## src/rtl/token_inject_arbiter.sv

```systemverilog
// -----------------------------------------------------------------------------
// token_inject_arbiter
//
// Schedules token injection into the asynchronous swirling ring through its
// single merge stage. Two level-held requesters are round-robin arbitrated.
// The winner's token is pushed with a 4-phase mer_sendout/mer_ackin handshake.
// Tokens in flight are counted against MAX_TOKENS. Grants are paced so that
// consecutive grants are at least PACE_CYC clocks apart, which keeps the swirl
// visible on the LEDs.
//
// Optional feature (compile-time macro HS_TIMEOUT_EN):
//   If defined, a REQ phase that sees no ack after TO_CYC cycles is abandoned.
//   mer_sendout drops and err is set. No token is counted and no gnt is issued.
//   If undefined, REQ waits indefinitely and no timeout logic is built.
//
// Ports:
//   clk          system clock
//   rst          synchronous reset, active-high
//   req[1:0]     injection requests, level, held until granted
//   gnt[1:0]     one-hot 1-cycle pulse when the ring accepts that requester's token
//   mer_sendout  4-phase request to the merge stage
//   mer_ackin    4-phase ack from the merge stage (asynchronous, synchronised here)
//   ret_pulse    1-cycle synchronous pulse: one token retired from the ring
//   tokens       tokens currently in flight
//   full         tokens == MAX_TOKENS
//   busy         handshake FSM not in IDLE
//   err          sticky protocol/accounting error, cleared only by rst
// -----------------------------------------------------------------------------
module token_inject_arbiter #(
    parameter int MAX_TOKENS = 4,
    parameter int CNT_W      = 3,
    parameter int PACE_W     = 20,
    parameter int PACE_CYC   = 100000,
    parameter int TO_CYC     = 1024
) (
    input  logic             clk,
    input  logic             rst,
    input  logic [1:0]       req,
    output logic [1:0]       gnt,
    output logic             mer_sendout,
    input  logic             mer_ackin,
    input  logic             ret_pulse,
    output logic [CNT_W-1:0] tokens,
    output logic             full,
    output logic             busy,
    output logic             err
);

    // Reject parameter sets the counters cannot represent.
    if (MAX_TOKENS < 1 || MAX_TOKENS > (2**CNT_W - 1) || PACE_CYC < 1 ||
        PACE_CYC > 2**PACE_W || TO_CYC < 1) begin : g_bad_params
        $fatal(1, "token_inject_arbiter: illegal parameter combination");
    end

    typedef enum logic [1:0] {IDLE, REQ, REL, DRAIN} state_t;

    state_t             state, state_nxt;
    logic               ack_meta, ack_s;
    logic               win;        // latched winner index for the running handshake
    logic               ptr;        // requester favoured when both request
    logic               pick;
    logic [PACE_W-1:0]  pace_cnt;
    logic               pace_ok;
    logic               start, accept, viol, to_fire;
    logic               timeout;
    logic [CNT_W-1:0]   tokens_nxt;
    logic               ret_err;

`ifdef HS_TIMEOUT_EN
    localparam int TO_W = $clog2(TO_CYC) + 1;
    logic [TO_W-1:0] to_cnt;

    // Counts cycles spent in REQ; value k means the (k+1)-th cycle in REQ.
    always_ff @(posedge clk) begin
        if (rst || state != REQ) to_cnt <= '0;
        else                     to_cnt <= to_cnt + 1'b1;
    end

    assign timeout = (state == REQ) && (to_cnt == TO_W'(TO_CYC - 1));
`else
    assign timeout = 1'b0;
`endif

    assign pace_ok = (pace_cnt == '0);
    // With a single requester it wins outright; the pointer only breaks ties.
    assign pick    = (req == 2'b11) ? ptr : req[1];

    // NOTE: every variable written here gets a default first, so no path can
    // leave it unassigned and infer a latch.
    always_comb begin
        state_nxt = state;
        start     = 1'b0;
        accept    = 1'b0;
        viol      = 1'b0;
        to_fire   = 1'b0;
        case (state)
            IDLE: begin
                // An ack while we are not requesting is a protocol violation
                // and takes priority over starting a new handshake.
                if (ack_s) begin
                    state_nxt = DRAIN;
                    viol      = 1'b1;
                end else if (|req && !full && pace_ok) begin
                    state_nxt = REQ;
                    start     = 1'b1;
                end
            end
            REQ: begin
                if (ack_s) begin
                    state_nxt = REL;
                    accept    = 1'b1;
                end else if (timeout) begin
                    // Abandon the request; a late ack is absorbed in REL.
                    state_nxt = REL;
                    to_fire   = 1'b1;
                end
            end
            REL:     if (!ack_s) state_nxt = IDLE;
            DRAIN:   if (!ack_s) state_nxt = IDLE;
            default: state_nxt = IDLE;
        endcase
    end

    // An injection and a retirement in the same cycle cancel out.
    always_comb begin
        tokens_nxt = tokens;
        ret_err    = 1'b0;
        if (accept && !ret_pulse) begin
            tokens_nxt = tokens + 1'b1;
        end else if (ret_pulse && !accept) begin
            if (tokens == '0) ret_err    = 1'b1;
            else              tokens_nxt = tokens - 1'b1;
        end
    end

    // NOTE: sequential state uses non-blocking assignments so every register
    // samples pre-edge values regardless of statement order.
    always_ff @(posedge clk) begin
        if (rst) begin
            state       <= IDLE;
            ack_meta    <= 1'b0;
            ack_s       <= 1'b0;
            win         <= 1'b0;
            ptr         <= 1'b0;
            pace_cnt    <= '0;
            tokens      <= '0;
            full        <= 1'b0;
            busy        <= 1'b0;
            err         <= 1'b0;
            gnt         <= 2'b00;
            mer_sendout <= 1'b0;
        end else begin
            state    <= state_nxt;
            ack_meta <= mer_ackin;
            ack_s    <= ack_meta;

            if (start)  win <= pick;
            if (accept) ptr <= ~win;

            if (accept)        pace_cnt <= PACE_W'(PACE_CYC - 1);
            else if (!pace_ok) pace_cnt <= pace_cnt - 1'b1;

            tokens <= tokens_nxt;
            // Registered from next-state values so they line up with tokens/state.
            full        <= (tokens_nxt == CNT_W'(MAX_TOKENS));
            busy        <= (state_nxt != IDLE);
            mer_sendout <= (state_nxt == REQ);
            gnt         <= accept ? (win ? 2'b10 : 2'b01) : 2'b00;

            if (viol || ret_err || to_fire) err <= 1'b1;
        end
    end

endmodule

```

## config.mk

```make
export PLATFORM = sky130hd
export DESIGN_NAME = token_inject_arbiter
export DESIGN_NICKNAME = d
export VERILOG_FILES = /design/src/rtl/token_inject_arbiter.sv
export SDC_FILE = /design/constraint.sdc
export NUM_CORES = 1
export LEC_CHECK = 0
export CAP_MARGIN = 25
export CORE_UTILIZATION = 45
export DETAILED_ROUTE_END_ITERATION = 7
export DONT_BUFFER_PORTS = 1
export PLACE_DENSITY = 0.6
export REMOVE_ABC_BUFFERS = 1
export SYNTH_ARGS = -nofsm -noshare
export SYNTH_HDL_FRONTEND = slang
export SYNTH_SLANG_ARGS = --single-unit
```

## constraint.sdc

```tcl
create_clock -name clk -period 2.3 [get_ports clk]
set_input_delay 0.23 -clock clk [delete_from_list [all_inputs] [get_ports clk]]
set_output_delay 0.23 -clock clk [all_outputs]
set_load 0.1 [all_outputs]
```

# Word level (Yosys, flattened, before mapping)
# Index checks and enable logic that the tools add are counted.
[classes] add_sub_neg=3 n_mul=0 n_div=0 order_cmp=0 eq_ne=7 shift=0 muxes=21 bitwise_logic=2 reduce_logical=16
[ops] cell="2-to-1 mux 17 bit" n=2
[ops] cell="logical NOT 20 bit" n=1
[ops] cell="subtractor 20 x 1 -> 20 bit, second input constant" n=1
[ops] cell="2-to-1 mux 1 bit" n=10
[ops] cell="2-to-1 mux 2 bit" n=5
[ops] cell="2-to-1 mux 3 bit" n=3
[ops] cell="OR reduction 2 bit" n=4
[ops] cell="== test 2 bit, second input constant" n=3
[ops] cell="one-hot mux 2 bit (3 select lines)" n=1
[ops] cell="== test 2 x 1 -> 1 bit, second input constant" n=2
[ops] cell="logical AND 1 bit" n=4
[ops] cell="adder 3 x 1 -> 3 bit, second input constant" n=1
[ops] cell="== test 3 bit, second input constant" n=1
[ops] cell="logical NOT 1 bit" n=3
[ops] cell="logical NOT 3 bit" n=1
[ops] cell="subtractor 3 x 1 -> 3 bit, second input constant" n=1
[ops] cell="logical NOT 2 bit" n=1
[ops] cell="inequality test 2 x 1 -> 1 bit, second input constant" n=1
[ops] cell="NOT 1 bit" n=2
[ops] cell="nonzero test 2 bit" n=1
[ops] cell="logical OR 1 bit" n=1
[totals] ff_bits=35 latch_bits=0 ram_bits=0 rom_bits=0 in_bits=6 out_inout_bits=9 word_cells=62 mem_count=0

# Logic depth before layout (Yosys ltp)
# Gate-level depths: netlist of run 1.
[depth] word_depth=7 ltp_mapped=7 mapped_depth_nobuf=7

# Worst setup path before layout of run 1
# OpenSTA, ideal clock, no wires.
[synth_timing] path_type="register -> register" start="register tokens[0]" end="register full" setup_ns=0.080 t_arrival_ns=2.293 required_time_ns=2.220 setup_slack_ns=-0.072 path_stages_with_launch=8 path_buffers=0 period_less_slack_ns=2.372 cell_sequence="dfxtp_1 -> inv_1 -> ha_1 -> nor2b_1 -> nor2_1 -> nand3_1 -> o311a_1 -> nor3b_1"
[synth_via] elab_chain_cells=5 elab_cells_between_ends=7 cone_classes="add/sub (2); eq/ne (1); mux (3); reduce/logical (1)"
[synth_rtl] item="start: declaration" line_no="43" text="output logic [CNT_W-1:0] tokens,"
[synth_rtl] item="start signal: assignment" line_no="163" text="tokens <= tokens_nxt;"
[synth_rtl] item="subtractor 3 x 1 -> 3 bit / logical NOT 3 bit (equally long branches)" line_no="132, 131"
[synth_rtl] item="2-to-1 mux 3 bit" line_no="131" text="if (tokens == '0) ret_err = 1'b1;"
[synth_rtl] item="2-to-1 mux 3 bit" line_no="130" text="end else if (ret_pulse && !accept) begin"
[synth_rtl] item="2-to-1 mux 3 bit (*)" line_no="128" text="if (accept && !ret_pulse) begin"
[synth_rtl] item="== test 3 bit (*)" line_no="165" text="full <= (tokens_nxt == CNT_W'(MAX_TOKENS));"
[synth_rtl] item="end signal: assignment" line_no="165"
[synth_rtl] item="end: declaration" line_no="44" text="output logic full,"
# Every way passes the cells marked *; elsewhere a longest branch is shown, timed or not.
# A chain may end at the register's enable or synchronous reset.

# Final worst setup path of run 1
[layout_timing] start="register pace_cnt[0]" end="register pace_cnt[10]"
[layout_via] elab_chain_cells=3 elab_cells_between_ends=5 cone_classes="add/sub (1); eq/ne (1); mux (2); reduce/logical (1)"
[layout_rtl] item="start: declaration" line_no="62" text="logic [PACE_W-1:0] pace_cnt;"
[layout_rtl] item="start signal: assignment" line_no="160" text="if (accept) pace_cnt <= PACE_W'(PACE_CYC - 1);"
[layout_rtl] item="start signal: assignment" line_no="161" text="else if (!pace_ok) pace_cnt <= pace_cnt - 1'b1;"
[layout_rtl] item="subtractor 20 x 1 -> 20 bit" line_no="161"
[layout_rtl] item="2-to-1 mux 17 bit" line_no="161"
[layout_rtl] item="2-to-1 mux 17 bit" line_no="160"
# Several ways; a longest one is shown, not always the timed one. The select of a mux whose other input is x is not followed.

==> summary by stage, run 1 <==
Status
The run finished with clean final reports.

Clock network
The total number of H-tree levels is 2. The post-cts resize count is 0. The clock drives 35 sinks.

The number of setup buffers added after CTS is 0. After clock tree synthesis, the clock-pin slew on the worst setup and hold paths is 70 ps. The maximum clock path buffer count is 2. The clock tree from TritonCTS is built. Clock tree synthesis selected as its root buffer the cell clkbuf_8. The clock latency at the later pin of the worst-skew pair is 290 ps. Buffers inserted during clock tree synthesis total 5.

Yosys
Counting flops with an async set or reset pin after synthesis yields a share of 0%. For this run, the register share of the synthesized area comes to 39.9%. Among all flip-flop cells after synthesis, the most frequent one is dfxtp_1.

Yosys mapped a number of flops with a built-in enable equal to 0. Synthesis produced a netlist whose cell count is 194. A synthesized cell averages 9.06 um^2.

Counting flops and latches in the post-synthesis netlist gives 35. The number of synthesis warnings is 0. The cell area after synthesis is 1760 um^2.

The number of library cell types mapped by synthesis is 48.

Route
Dividing the detail-routed via count by the number of cells gives 5.64. Dividing the detail-routed wire length by the instance count gives 14.9 um. The final layout contains routed wiring with a total length of 3800 um.

The number of DRC violations after detailed routing is 0. For this block, the initial DRC count from the detailed router was 96. Once detail routing completed, the nets flagged for antenna violations numbered 0. The first-pass iteration count of the detailed router is 4. The number of vias in the routed layout is 1433.

STA
The max-slew violation count was 0. The fmax is 0.506 GHz. For the pin with the worst max-slew slack, the measured transition is 692 ps.

Headroom to the max-slew limit came out at 53.7%. The number of setup violations in the final report is 0. The share of the clock period used by the worst path after layout is 85.9%. Setup repair after global routing left no endpoint under its margin. Clock skew on the completed layout was measured at 4.48 ps. The setup slack of the critical path after layout is 324 ps.

The setup TNS is 0 ps. The post-route minimum period is 1980 ps. The total count of hold-check failures in the final report came to 0.

Layout
The number of fill cells in the layout is 356. The number of nets at the end of the flow is 216. The top cell types in the final layout, fill and taps aside, are dfxtp_1, nor2_1, a21oi_1. The most common cell after layout, fill and taps aside is dfxtp_1. Relative to the synthesized area, the layout overhead comes to 11.8%.

The final antenna diode count is 0. At the end of the flow the core is filled with cells to 52.9%. After routing the design area is 1970 um^2. Cells with a size suffix above 1 make up 16.0% of the layout.

Die
The die is 64.5 um tall. The starting utilization of the core area is 47.3%. The I/O pin count is 15. The core region area is 3720 um^2. The area enclosed by the die boundary is 4160 um^2. The floorplan step set the die width to 64.5 um.

After floorplanning, the core was divided into 22 placement rows.

Worst setup path
The arrival time of the worst setup path is 2130 ps. The startpoint identified for the worst register-to-register timing path is pace_cnt[0]. The maximum fanout encountered on the critical timing path is 4. The critical path goes through inv_1 > ha_1 > or4b_4 > nor2_1 > o21ai_0 > o31ai_1 > a21oi_1. The kind of start point of the critical path is a flop. The critical path starts at pace_cnt[0]. For the worst setup path, the data required time is 2450 ps. The delay of the slowest cell on the worst path is 520 ps. The kind of end point of the critical path is a flop. The slowest stage cell on the critical path is or4b_4. The critical path is of the flop to flop type.

Place
The pre-CTS setup slack is 370 ps. The last weighted congestion value of the routability-driven placer is 0.810. The HPWL after detailed placement is 2680 um.

After detailed placement, the total cell area comes to 1860 um^2. During placement, the flow inserted port buffers numbering 0.

Global route
The number of global-route vias before repair was 1367. The overall routing resource usage is 20.1%. Entering global routing, the biggest net connects 17 pins. The initial antenna violation count is 0.

The global-route wire length before repair is 6290 um. The total overflow left after global routing is 0.

Min path
The startpoint of the lowest-slack hold path is rst. The tightest min-delay check is of the primary input to flop type.

Run
The tool flagged a number of max-cap violations equal to 0.
state kept, by name, summed over array words and instances, names as in the netlist:
name         count
pace_cnt        20
tokens           3
gnt              2
state            2
ack_meta         1
ack_s            1
busy             1
err              1
full             1
mer_sendout      1
ptr              1
win              1
per-stage QoR:
step	instances	hold WS, ps
floorplan	186	297
global placement	244	300
detailed placement	244	306
CTS	253	1.08
global route	254	2.73
finish	254	12.2
cell families (layout without fill, tap and decap cells):
| family | Yosys count | in the layout | share of synthesized area, % |
|---|---|---|---|
| AO/OA/AOI/OAI | 44 | 44 | 17.5 |
| flip-flops | 35 | 35 | 39.9 |
| XOR/XNOR | 15 | 15 | 7.47 |
| adder cells (fa/ha/maj) | 5 | 5 | 3.56 |
| AND/OR/NAND/NOR | 78 | 78 | 27.8 |
| buffers and inverters | 17 | 29 | 3.77 |
Yosys cell counts (4+ instances only):
cell      count  area, um^2
o21ai_0       7        35.0
nor2_1       21        78.8
nor2b_1       5        31.3
inv_1         9        33.8
xor2_1        8        70.1
clkbuf_1      6        22.5
nor3_1       11        55.1
nor3_2        4        40.0
nand2_1       6        22.5
a21oi_1      14        70.1
ha_1          5        62.6
dfxtp_1      35         701
xnor2_1       7        61.3
path summary, 6_finish.rpt:
| check | endpoint | slack [ps] | depth (start not counted) |
|---|---|---|---|
| hold / removal | tokens[1] | 10 | 1 |
| setup reg to reg | pace_cnt[10] | 320 | 7 |
| setup / recovery | pace_cnt[10] | 320 | 7 |
| hold reg to reg | ack_s | 450 | 1 |
area by class of cell:
type	count	area, um^2	area share, %
repair buffers	12	95.1	4.84
flip-flops and latches	35	701	35.6
inverters	9	33.8	1.72
well taps	48	60.1	3.06
clock inverters	2	12.5	0.637
multi-input cells	142	991	50.4
clock buffers	6	72.6	3.69
metal layers:
metal	track usage, %	routed length [um]	up-vias
li1	-	-	720
met1	23.9	1830	678
met2	32.9	1730	25
met3	6.69	143	10
met4	8.61	88	0
met5	0	0	-
worst max-delay path: cells and delay by family, from the launching register on:
family                     cells  cell delay [ps]
AOI/OAI and AO/OA              3              470
adders and majority gates      1              230
buffers and inverters          1              120
DFF                            1              340
and+or+nand+nor                2              670
timing repair:
item                                    CTS  global route
hold buffers                              1             1
endpoints found under the hold margin    16             1
endpoints found under the setup margin    0             0
Power of run 1 is left out: the tool's default activity adds up to more than one toggle a clock period on the data nets, which glitch-free logic cannot reach.
==> run 2, diff against run 1 <==
--- a/config.mk
+++ b/config.mk
@@ -6,9 +6,11 @@
 export NUM_CORES = 1
 export LEC_CHECK = 0
 export CAP_MARGIN = 25
+export CORE_ASPECT_RATIO = 1.1
 export CORE_UTILIZATION = 45
 export DETAILED_ROUTE_END_ITERATION = 7
 export DONT_BUFFER_PORTS = 1
+export GPL_ROUTABILITY_DRIVEN = 0
 export PLACE_DENSITY = 0.6
 export REMOVE_ABC_BUFFERS = 1
 export SYNTH_ARGS = -nofsm -noshare
==> constraint.sdc (replaced) <==
create_clock -name clk -period 1.9 [get_ports clk]
set_input_delay 0.19 -clock clk [delete_from_list [all_inputs] [get_ports clk]]
set_output_delay 0.19 -clock clk [all_outputs]
set_load 0.1 [all_outputs]
==> run 2 against run 1 <==
Via count is 5.3% higher. Sequential share of layout area is 2.9 points lower. Count of clock-buffer cells in the layout stayed put. Critical path type unchanged. Critical endpoint is now pace_cnt[3]. Largest cell class unchanged. Highest routed layer unchanged.
==> summary by stage, run 2 (synthesis results as in run 1) <==
Global route
The number of global-route vias before repair was 1422 (+4.0%). The overall routing resource usage came to 21.7% (+1.6 points). The sum of overflow across all layers after global routing is 0 (unchanged). The pin count of the biggest net entering global routing was 20 (+3).

The initial antenna violation count came to 0 (unchanged). The global-route wire length before repair was 6560 um (+4.4%).

Clock network
TritonCTS built the clock tree. The number of buffers created by CTS was 5 (unchanged). The root buffer cell is clkbuf_8. The maximum clock path buffer count is 2 (unchanged).

The clock sink count came to 35 (unchanged). The clock latency at the later pin of the worst-skew pair is 290 ps (about the same). The total number of H-tree levels is 2 (unchanged). The clock-pin transition on the worst setup and hold timing paths is 70 ps (about the same).

Route
The detail-routed net length per standard cell is 14.6 um (-2.3%). The number of vias in the routed layout is 1509 (+5.3%). The number of DRC violations after detailed routing is 0 (unchanged). The first-pass iteration count of the detailed router came to 4 (unchanged). The total routed wirelength is 3970 um (+4.6%).

The number of nets with antenna violations after detailed routing was 0 (unchanged). The average via count per standard cell is 5.55 (-1.7%). The starting DRC count in detailed routing came to 45 (-53%).

Layout
The most common cell after layout, fill and taps aside is dfxtp_1. The number of nets at the end of the flow is 232 (+7.4%). The final antenna diode count came to 0 (unchanged).

The layout-stage area growth over the synthesis result is 21.9%. The register with the most flip-flops in the final layout is pace_cnt. In the final layout, the registers with the most flip-flops are pace_cnt (20), tokens (3).

Leaving out fill and tap cells, the most frequent cells in the layout are dfxtp_1, buf_4, nor2_1. The number of fill cells in the layout came to 365 (+2.5%). The post-route standard cell area excluding fillers was 2140 um^2 (+9.0%). The flip-flop count of the largest register after layout came to 20 (unchanged).

The final standard cell utilization of the core is 58.2% (+5.3 points). The fraction of layout cells with a size suffix above 1 is 24.8% (+8.8 points).

STA
The total count of hold-check failures in the final report came to 0 (unchanged). The max-slew headroom at the worst pin came to 49.7% (-4.0 points). The setup slack of the critical path after layout is 100 ps (-224 ps). The number of setup violations in the final report is 0 (unchanged).

The fmax is 0.556 GHz (+9.8%). The max-slew violation count is 0 (unchanged). The post-route minimum period is 1800 ps (-176 ps). The share of the clock period used by the worst path after layout is 94.7% (+8.8 points). The worst clock skew is 6.05 ps (+1.57 ps). The worst hold slack after final layout is 32.3 ps (+20.1 ps). The transition time at the pin with the least slew margin is 752 ps (+59.8 ps).

Die
The I/O pin count was 15 (unchanged). The core region area is 3680 um^2 (-0.88%). The row count came to 23 (+4.5%).

The vertical die dimension is 67.6 um (+4.7%). The starting utilization of the core area was 47.7% (+0.42 points). The area enclosed by the die boundary is 4160 um^2 (about the same). The chip width came to 61.6 um (-4.5%).

Place
The post-placement cell area came to 1950 um^2 (+4.6%). The HPWL after detailed placement is 2700 um (+0.51%). The number of buffer cells added on primary ports is 0 (unchanged).

The pre-CTS setup slack is 47.1 ps (-323 ps).

Worst setup path
By instance count, the cell type seen most on the critical path is nor4_4. The arrival time of the worst setup path was 1940 ps (-190 ps). The worst setup path is of the flop to flop kind. The worst reg-to-reg setup slack is 100 ps (-220 ps). The maximum fanout encountered on the critical timing path is 11 (+7). The largest individual stage delay along the critical path comes from the cell nor4_4. The worst setup path is launched from a flop.

The worst setup path is captured at a flop. The critical path data required time was 2040 ps (-410 ps). Walking the worst path, the cells encountered are nor4_4 > nand2_2 > nor4_4 > or4b_1 > a31oi_1. The delay of the slowest cell on the worst path came to 460 ps (-60 ps).

Min path
The min-delay analysis places its worst path in the category primary input to flop.

Status
The flow ran to the end, and the final reports show no timing, DRC or antenna violations.

Run
The count of max-cap constraint violations is 0 (unchanged).
-- run 2: path summary, 6_finish.rpt --
check	from	endpoint	depth (start not counted)
setup / recovery	pace_cnt[11]	pace_cnt[3]	5
setup reg to reg	pace_cnt[11]	pace_cnt[3]	5
hold / removal	mer_ackin	ack_meta	1
hold reg to reg	ack_meta	ack_s	1
-- run 2: area by class of cell --
type / instances / area [um^2] / share of cell area, %
Clock buffer: 6 / 82.6 / 3.85
Clock inverter: 2 / 35.0 / 1.63
Inverter: 9 / 33.8 / 1.58
Multi-Input combinational cell: 142 / 1010 / 47.2
Sequential cell: 35 / 702 / 32.7
Tap cell: 50 / 62.6 / 2.92
Timing Repair Buffer: 28 / 215 / 10.0
-- run 2: worst max-delay path: cells and delay by family (launching register included) --
family | cells | cell delay, ps
simple gates | 4 | 1200
flops | 1 | 390
compound gates | 1 | 70
-- run 2: through the flow --
| step | cells | TNS, ps |
|---|---|---|
| after floorplan | 186 | -1780 |
| after global placement | 257 | 0 |
| after detailed placement | 257 | 0 |
| after CTS | 267 | 0 |
| after global routing | 272 | -0.900 |
| final | 272 | 0 |
-- run 2: timing repair --
action                                  4_1_cts  5_1_grt
setup buffers                                 0        5
hold buffers                                  2        0
endpoints found under the hold margin        19        0
gates resized for setup                       0        8
endpoints found under the setup margin        0       21
-- run 2: layer usage --
layer,vias up,part of all wire [%],GRT usage [%]
li1,752,-,-
met1,720,44,25.9
met2,30,51,37.4
met3,7,3.8,5.17
met4,0,1.4,7.22
met5,-,0,0
Power of run 2 is left out for the same reason.
==> run 3, diff against run 2 <==
--- a/config.mk
+++ b/config.mk
@@ -11,6 +11,7 @@
 export DETAILED_ROUTE_END_ITERATION = 7
 export DONT_BUFFER_PORTS = 1
 export GPL_ROUTABILITY_DRIVEN = 0
+export MAX_ROUTING_LAYER = met4
 export PLACE_DENSITY = 0.6
 export REMOVE_ABC_BUFFERS = 1
 export SYNTH_ARGS = -nofsm -noshare
==> run 3 against run 2 <==
Routed wire length is essentially flat. Sequential share of layout area is the same. Hold slack gained 0.86 ps. Global-route usage grew 0.61 points. Utilization is the same. Count of clock-buffer cells in the layout is the same. Cell area is the same. Setup slack gained 4.3 ps. Clock skew is essentially flat. Non-clock buffer count is the same. Cell count is the same. Critical path depth is the same.
==> summary by stage, run 3 (synthesis results as in run 1) <==
Status
The flow ran to the end, and the final reports show no timing, DRC or antenna violations.

Clock network
The number of buffers created by CTS is 5 (unchanged). The total number of H-tree levels is 2 (unchanged). The clock latency at the later pin of the worst-skew pair is 290 ps (about the same). The clock tree from TritonCTS is built. The clock-pin transition on the worst setup and hold timing paths is 70 ps (about the same). The root buffer cell chosen for the clock tree is clkbuf_8. The maximum clock path buffer count was 2 (unchanged). The clock sink count is 35 (unchanged).

Die
The I/O pin count is 15 (unchanged). The chip width is 61.6 um (unchanged). The row count is 23 (unchanged). The area enclosed by the die boundary is 4160 um^2 (unchanged).

The vertical die dimension is 67.6 um (unchanged). The starting utilization of the core area was 47.7% (unchanged). The core region area came to 3680 um^2 (unchanged).

STA
The share of the clock period used by the worst path after layout is 94.5% (-0.22 points). The total count of hold-check failures in the final report is 0 (unchanged). The fmax is 0.557 GHz (+0.24%). The worst clock skew is 5.81 ps (-0.241 ps). The post-route minimum period is 1800 ps (-4.25 ps). The transition time at the pin with the least slew margin was 737 ps (-15.0 ps). The max-slew violation count is 0 (unchanged).

The number of setup violations in the final report came to 0 (unchanged). The max-slew headroom at the worst pin is 50.7% (+1.0 points).

Worst setup path
The arrival time of the worst setup path is 1940 ps (about the same). The worst setup path is launched from a flop. The worst reg2reg path depth is 5 (unchanged).

The kind of end point of the critical path is a flop. The maximum fanout encountered on the critical timing path is 11 (unchanged). The worst reg-to-reg setup slack came to 100 ps (about the same). The critical path goes through nor4_4 > nand2_2 > nor4_4 > or4b_1 > a31oi_1. The terminus of the critical flop-to-flop path is pace_cnt[3]. Among all stages on the critical path, the largest delay is contributed by nor4_4.

The number of buffers and inverters on the critical path came to 0 (unchanged). The worst setup path is of the flop to flop kind. The startpoint identified for the worst register-to-register timing path is pace_cnt[11]. The delay of the slowest cell on the worst path is 460 ps (about the same). The critical path data required time is 2040 ps (about the same). The kind of cell with the highest combined delay along the critical path is simple AND/OR/NAND/NOR gates. The cell occurring most often along the worst timing path is nor4_4.

Run
The count of max-cap constraint violations came to 0 (unchanged).

Layout
In the layout the commonest cells are dfxtp_1, buf_4, nor2_1. The layout-stage area growth over the synthesis result is 21.9% (unchanged). The fraction of layout cells with a size suffix above 1 is 24.8% (unchanged). The final instance count without filler cells was 272 (unchanged). The number of nets at the end of the flow is 232 (unchanged).

The final antenna diode count is 0 (unchanged). The register with the highest flop count is pace_cnt. The post-route standard cell area excluding fillers was 2140 um^2 (unchanged). The number of fill cells in the layout is 365 (unchanged). The library cell used most frequently in the layout, excluding fill and tap cells, is dfxtp_1. The flip-flop count of the largest register after layout was 20 (unchanged). The largest registers in the layout are pace_cnt (20), tokens (3).

Route
The number of DRC violations after detailed routing is 0 (unchanged). The starting DRC count in detailed routing is 40 (-11%). The detail-routed net length per standard cell is 14.6 um (about the same). The total routed wirelength was 3970 um (about the same). The number of vias in the routed layout is 1511 (+0.13%). The number of nets with antenna violations after detailed routing was 0 (unchanged). The first-pass iteration count of the detailed router came to 4 (unchanged). The average via count per standard cell came to 5.56 (+0.13%).

Place
The HPWL after detailed placement was 2700 um (unchanged). The number of buffer cells added on primary ports is 0 (unchanged). The post-placement cell area was 1950 um^2 (unchanged). The post-placement cell count is 257 (unchanged).

Global route
The overall routing resource usage is 22.3% (+0.61 points). The sum of overflow across all layers after global routing came to 0 (unchanged). The pin count of the biggest net entering global routing is 20 (unchanged). The initial antenna violation count came to 0 (unchanged).

The number of global-route vias before repair came to 1425 (+0.21%). The global-route wire length before repair was 6560 um (unchanged).

Min path
The worst hold path terminates at ack_meta. The type of the tightest min-delay check is primary input to flop. The worst hold path begins at mer_ackin. The cell depth of the worst min-delay path is 1 (unchanged).
run 3: routing by layer:
layer,GRT usage [%],wire length (um)
met2,37.5,2020
met1,25.9,1740
met4,7.22,55
met3,4.98,155
met5,-,0
run 3: repair_timing:
action	in CTS	in global routing
endpoints found under the hold margin	19	0
hold buffers	2	0
setup endpoints to repair	0	21
setup buffers	0	5
gates resized for setup	0	8
run 3: cell type report:
class                           count  area (um^2)  share of cell area (%)
Clock buffer                        6         82.6                    3.85
Sequential cell                    35          702                    32.7
Tap cell                           50         62.6                    2.92
Clock inverter                      2         35.0                    1.63
Multi-Input combinational cell    142         1010                    47.2
Timing Repair Buffer               28          215                    10.0
Inverter                            9         33.8                    1.58
run 3: worst max-delay path by stage:
stage / startpoint / end / depth (start not counted) / slack [ps]
floorplan: tokens[0] / full / 7 / -470
detailed placement: pace_cnt[0] / pace_cnt[14] / 7 / 50
global placement: pace_cnt[0] / pace_cnt[14] / 7 / 120
CTS: pace_cnt[0] / win / 7 / 20
global route: pace_cnt[11] / pace_cnt[2] / 5 / -0.9
finish: pace_cnt[11] / pace_cnt[3] / 5 / 100
run 3: through the flow:
| stage | setup TNS [ps] | worst slack (ps) | hold slack, ps | util [%] |
|---|---|---|---|---|
| finish | 0 | 104 | 33.2 | 58.2 |
| global route | -0.909 | -0.909 | 31.2 | 58.2 |
| CTS | 0 | 18.6 | 40.3 | 56.6 |
| detailed placement | 0 | 47.1 | 262 | 52.8 |
| global placement | 0 | 121 | 260 | 52.8 |
| floorplan | -1780 | -472 | 257 | - |
run 3: worst register-to-register path, cell delays in order, from the launching register on:
cell and delay, ps:
dfxtp_1 390, nor4_4 330, nand2_2 230, nor4_4 460, or4b_1 180, a31oi_1 70
Power of run 3 is left out for the same reason.
